[config.mk]
export PLATFORM = sky130hd
export DESIGN_NAME = hazard_ctrl
export DESIGN_NICKNAME = d
export VERILOG_FILES = /design/src/rtl/hazard_ctrl.sv
export SDC_FILE = /design/constraint.sdc
export NUM_CORES = 1
export LEC_CHECK = 0
export CORE_MARGIN = 2
export CORE_UTILIZATION = 42
export CTS_CLUSTER_DIAMETER = 60
export CTS_CLUSTER_SIZE = 25
export DETAILED_ROUTE_END_ITERATION = 10
export GPL_TIMING_DRIVEN = 0
export PLACE_DENSITY = 0.76
export SLEW_MARGIN = 15
export SYNTH_ARGS = -nofsm -noshare
export SYNTH_HDL_FRONTEND = slang
export SYNTH_SLANG_ARGS = --single-unit
[constraint.sdc]
create_clock -name clk -period 2.3 [get_ports clk]
set_input_delay 0.46 -clock clk [delete_from_list [all_inputs] [get_ports clk]]
set_output_delay 0.46 -clock clk [all_outputs]
set_load 0.02 [all_outputs]
[src/rtl/hazard_ctrl.sv]
`default_nettype none
// ============================================================================
// Module      : hazard_ctrl
// Description : Pipeline hazard controller. Sequences the PC, the IF/ID
//               register and the ID/EX stage for three hazards:
//                 - load-use        : one-cycle stall with a bubble into ID/EX
//                 - MUL/DIV in EX   : EX held for MD_LATENCY-1 cycles
//                 - taken branch/jmp: wrong-path IF/ID instruction flushed
//               Also keeps saturating stall/flush event counters.
// Ports       : clk, rst            clock, synchronous active-high reset
//               ID_rs/ID_rt         source fields of the instruction in ID
//               ID_uses_rs/rt       ID instruction actually reads rs/rt
//               ID_EX_MemRead/rt    load in EX and its destination register
//               EX_md_start         MUL/DIV in its first EX cycle
//               branch_taken/jump   control transfer resolved in ID
//               PCWrite/IF_ID_Write 0 = hold PC / IF/ID register
//               IF_Flush            1 = zero the IF/ID instruction
//               ID_EX_Bubble        1 = load a NOP into ID/EX
//               EX_hold             1 = freeze ID/EX and EX
//               stall_cnt/flush_cnt saturating event counters
// Revision    : 1.0 - initial release
// ============================================================================
module hazard_ctrl #(
    parameter int MD_LATENCY = 4,
    parameter int CNT_W      = 16
) (
    input  logic             clk,
    input  logic             rst,
    input  logic [4:0]       ID_rs,
    input  logic [4:0]       ID_rt,
    input  logic             ID_uses_rs,
    input  logic             ID_uses_rt,
    input  logic             ID_EX_MemRead,
    input  logic [4:0]       ID_EX_rt,
    input  logic             EX_md_start,
    input  logic             branch_taken,
    input  logic             jump,
    output logic             PCWrite,
    output logic             IF_ID_Write,
    output logic             IF_Flush,
    output logic             ID_EX_Bubble,
    output logic             EX_hold,
    output logic [CNT_W-1:0] stall_cnt,
    output logic [CNT_W-1:0] flush_cnt
);

    localparam logic [0:0] c_ST_RUN     = 1'b0;
    localparam logic [0:0] c_ST_MD_BUSY = 1'b1;

    // Latency 1 never holds; latency 2 holds only on the start cycle, so the
    // FSM is needed only from latency 3 upward.
    localparam bit c_MD_HOLDS = (MD_LATENCY >= 2);
    localparam bit c_MD_FSM   = (MD_LATENCY >= 3);

    // md_cnt holds at most MD_LATENCY-2, which always fits in clog2(MD_LATENCY).
    localparam int              c_MD_W    = (MD_LATENCY > 2) ? $clog2(MD_LATENCY) : 1;
    localparam logic [c_MD_W-1:0] c_MD_LOAD = c_MD_W'((MD_LATENCY >= 2) ? (MD_LATENCY - 2) : 0);
    localparam logic [c_MD_W-1:0] c_MD_ONE  = c_MD_W'(1);
    localparam logic [CNT_W-1:0]  c_CNT_MAX = '1;

    logic [0:0]        r_state_q;
    logic [0:0]        w_state_d;
    logic [c_MD_W-1:0] r_md_cnt_q;
    logic [c_MD_W-1:0] w_md_cnt_d;
    logic [CNT_W-1:0]  r_stall_cnt_q;
    logic [CNT_W-1:0]  w_stall_cnt_d;
    logic [CNT_W-1:0]  r_flush_cnt_q;
    logic [CNT_W-1:0]  w_flush_cnt_d;

    logic w_lu;
    logic w_mdh;
    logic w_br;

    // ------------------------------------------------------------------------
    // Hazard detection
    // ------------------------------------------------------------------------
    always_comb begin
        // r0 is hard-wired zero, so a load to r0 never creates a dependency.
        w_lu  = ID_EX_MemRead && (ID_EX_rt != 5'd0) &&
                ((ID_uses_rs && (ID_EX_rt == ID_rs)) ||
                 (ID_uses_rt && (ID_EX_rt == ID_rt)));
        w_mdh = ((r_state_q == c_ST_RUN) && EX_md_start && c_MD_HOLDS) ||
                (r_state_q == c_ST_MD_BUSY);
        w_br  = branch_taken || jump;
    end

    // ------------------------------------------------------------------------
    // Control outputs, priority mdh > lu > br. Reset forces the run values so
    // the pipeline is never frozen while being cleared. A stalled branch stays
    // in ID and is flushed on the cycle it is finally released.
    // ------------------------------------------------------------------------
    always_comb begin
        PCWrite      = 1'b1;
        IF_ID_Write  = 1'b1;
        IF_Flush     = 1'b0;
        ID_EX_Bubble = 1'b0;
        EX_hold      = 1'b0;
        if (!rst) begin
            if (w_mdh) begin
                PCWrite     = 1'b0;
                IF_ID_Write = 1'b0;
                EX_hold     = 1'b1;
            end else if (w_lu) begin
                PCWrite      = 1'b0;
                IF_ID_Write  = 1'b0;
                ID_EX_Bubble = 1'b1;
            end else if (w_br) begin
                IF_Flush = 1'b1;
            end
        end
    end

    // ------------------------------------------------------------------------
    // MUL/DIV occupancy FSM. The start cycle is held from RUN; MD_BUSY then
    // covers the remaining MD_LATENCY-2 cycles, leaving on md_cnt == 1.
    // ------------------------------------------------------------------------
    always_comb begin
        w_state_d  = r_state_q;
        w_md_cnt_d = r_md_cnt_q;
        case (r_state_q)
            c_ST_RUN: begin
                if (EX_md_start && c_MD_FSM) begin
                    w_state_d  = c_ST_MD_BUSY;
                    w_md_cnt_d = c_MD_LOAD;
                end
            end
            c_ST_MD_BUSY: begin
                w_md_cnt_d = r_md_cnt_q - c_MD_ONE;
                if (r_md_cnt_q == c_MD_ONE) begin
                    w_state_d = c_ST_RUN;
                end
            end
            default: begin
                w_state_d  = c_ST_RUN;
                w_md_cnt_d = '0;
            end
        endcase
    end

    // ------------------------------------------------------------------------
    // Saturating performance counters
    // ------------------------------------------------------------------------
    always_comb begin
        w_stall_cnt_d = r_stall_cnt_q;
        w_flush_cnt_d = r_flush_cnt_q;
        if (!PCWrite && (r_stall_cnt_q != c_CNT_MAX)) begin
            w_stall_cnt_d = r_stall_cnt_q + 1'b1;
        end
        if (IF_Flush && (r_flush_cnt_q != c_CNT_MAX)) begin
            w_flush_cnt_d = r_flush_cnt_q + 1'b1;
        end
    end

    always_ff @(posedge clk) begin
        if (rst) begin
            r_state_q     <= c_ST_RUN;
            r_md_cnt_q    <= '0;
            r_stall_cnt_q <= '0;
            r_flush_cnt_q <= '0;
        end else begin
            r_state_q     <= w_state_d;
            r_md_cnt_q    <= w_md_cnt_d;
            r_stall_cnt_q <= w_stall_cnt_d;
            r_flush_cnt_q <= w_flush_cnt_d;
        end
    end

    assign stall_cnt = r_stall_cnt_q;
    assign flush_cnt = r_flush_cnt_q;

endmodule
`default_nettype wire

==> metrics <==
status completed; Slew @ Worst Pin 0.550 ns; number of global-route vias before repair 1824; Final Total Pwr 1.27 mW; unrepaired setup endpoints after global routing yes; Final nets 330; post-synth cell types 45; final instance area 2830 sq um; Mapped Area 1940 sq um; initial antenna violation count 0; Final Critical Period 2.30 ns; placed inst area 2600 sq um; Clock transition at path regs 0.07 ns; Synth-to-Final Area Change 46.1%; WP data required 1.84 ns; fin crit share 99.9%; HPWL Detailed 3580 um; top-count cell post-synth dfxtp_1; deepest clock path buffer count 2; crit-path cells buf_2 -> or4_4 -> o21a_4 -> a21boi_4 -> or2_4 -> buf_6 -> buf_6; GRT met1 Usage 28.0%; Root Buffer clkbuf_8; slowest cell delay on critical path 0.54 ns; Fmax 435 MHz; critical path class in2out; cell taking the most area after synthesis dfxtp_1; Setup TNS 0 ns; Vias 1994; # clock sinks 35; Starting Density 44.1%; DRC violations left 0; post-synth top area share 36.2%; largest cells by area after synthesis dfxtp_1 (36%), xnor2_1 (6.3%), a21oi_1 (5.2%); kind of launch point of the worst setup path primary input; port bufs 59; htree depth 2; Overall Global Routing Usage 20.4%; Routed WL 5050 um; crit path max-delay cell type or4_4; grt met3 use 5.34%; setup violators final 0; Rows 24; ANT nets after route 0; Post-synth top flop dfxtp_1; drt initial violations 116; I/O pin count 60; min-delay worst type reg2reg; ys async rst share 0%; fraction of layout cells with a size suffix above 1 18.7%; P_int 0.931 mW; YS warnings 0; Fin. Hold Viols 0; largest net degree at the start of global routing 20; max cap viols 0; cell mode on critical path buf_6; Setup Skew 0.00419 ns; DIE AREA 5170 sq um; die height 71.9 um; Die X 71.9 um; sequential share of power 49.9%; routed len/inst 14.2 um; register area share after synthesis 36.2%; busiest grt layer met2; total CTS buffers 5; Core Region 4380 sq um; top cells by count, synth dfxtp_1 (35), nor2_1 (23), a21oi_1 (20), nand2_1 (16), xnor2_1 (14); Clk Latency, worst-skew pair 0.29 ns; Core Util, Final 64.5%; switching fraction of total power 26.5%; Final Max Slew Viols 0; CTS tree built; CP arrival 1.84 ns; syn_nets 255; # diodes 0; GP Congestion 0.852; critical path fanouts, max 4; GRT overflow 0; Post-synth EDFFs 0; number of synthesized register bits 35; first-pass detailed-route iteration total 4; vias per cell 5.59; worst ir drop on vdd 0.000333 V; syn avg cell area 8.45 sq um; Static Leak 0.952 nW; clock network fraction of total power 34.2%; Cells after Synth 229; Max-slew headroom 63.3%; P_sw 0.336 mW; Worst Setup End Kind output pin; PD cells 448 nW/um^2; Gate power share 15.9%; first-pass GRT wire length 8350 um; met2 Use GR 31.0%
area by class of cell:
class / instances / area, sq um
fill: 388 / 1560
multi-input combinational: 180 / 1280
sequential: 35 / 701
timing repair buffer: 69 / 638
clock buffer: 7 / 76.3
tap: 52 / 65.1
buffer: 5 / 36.3
inverter: 8 / 30.0
clock inverter: 1 / 5.00
critical path: cells and delay by family:
kind,cells,cell delay (ns)
simple gates,2,0.68
compound gates,2,0.39
buf+inv,3,0.31
cell usage in the layout (no fill, tap or decap), drive strengths merged, types with 3 or more instances in the layout:
cell type	netlist	layout
clkdlybuf4s50	0	37
dfxtp	35	35
nor2	23	23
a21oi	22	22
buf	2	19
nand2	16	16
xnor2	14	14
o21ai	12	12
clkbuf	4	11
nand4	10	10
or4	10	10
or3	9	9
inv	8	8
o31ai	8	8
nand3	7	7
dlygate4sd2	0	7
nor4	6	6
clkdlybuf4s15	0	5
nor2b	4	4
mux2i	4	4
mux2	4	4
nand2b	3	3
ha	3	3
or2	3	3
power by group through the flow:
| stage | clock, mW | sequential (mW) | combinational (mW) |
|---|---|---|---|
| after detailed placement | 0 | 0.645 | 0.188 |
| final | 0.433 | 0.632 | 0.202 |
| after CTS | 0.436 | 0.631 | 0.195 |
| after floorplan | 0 | 0.652 | 0.0909 |
| after global placement | 0 | 0.644 | 0.185 |
| after global routing | 0.472 | 0.633 | 0.220 |
layer usage:
metal | routed length (um) | part of all wire [%]
met2 | 2420 | 48
met4 | 95 | 1.9
met1 | 2350 | 46
met3 | 189 | 3.7
met5 | 0 | 0
state kept, by name, summed over array words and instances, names as in the netlist:
name and flops:
r_md_cnt_q 2, r_state_q 1, stall_cnt 16, flush_cnt 16
path summary, 6_finish.rpt:
kind,from,endpoint,slack [ns],cells past startpoint
max,ID_EX_rt[1],PCWrite,0.003,7
min,flush_cnt[10],flush_cnt[10],0.50,2
max reg2reg,flush_cnt[8],flush_cnt[14],0.13,6
min reg2reg,flush_cnt[10],flush_cnt[10],0.50,2
metrics by stage:
stage	hold WS [ns]	std cells	setup WS, ns
2_1_floorplan	0.495	229	0.0487
3_3_place_gp	0.484	340	-1.04
6_report	0.500	357	0.00252
5_1_grt	0.530	357	-0.0729
4_1_cts	0.503	356	-0.0426
3_5_place_dp	0.493	340	-1.05
logic make-up after synthesis:
kind of cell	Yosys count	share of synthesized area [%]
and+or+nand+nor	98	27.4
AOI/OAI and AO/OA	56	20.4
DFF	35	36.2
xor gates and xnor gates	15	6.79
buffers and inverters	14	2.91
muxes	8	4.40
adders and majority gates	3	1.94
what timing repair did:
action                                  4_1_cts  5_1_grt
pin swaps                                    16        8
buffers inserted                              9        1
gates resized for setup                      62       17
hold buffers                                  0        0
endpoints found under the setup margin       27       15
(Power assumes the default switching activity.)
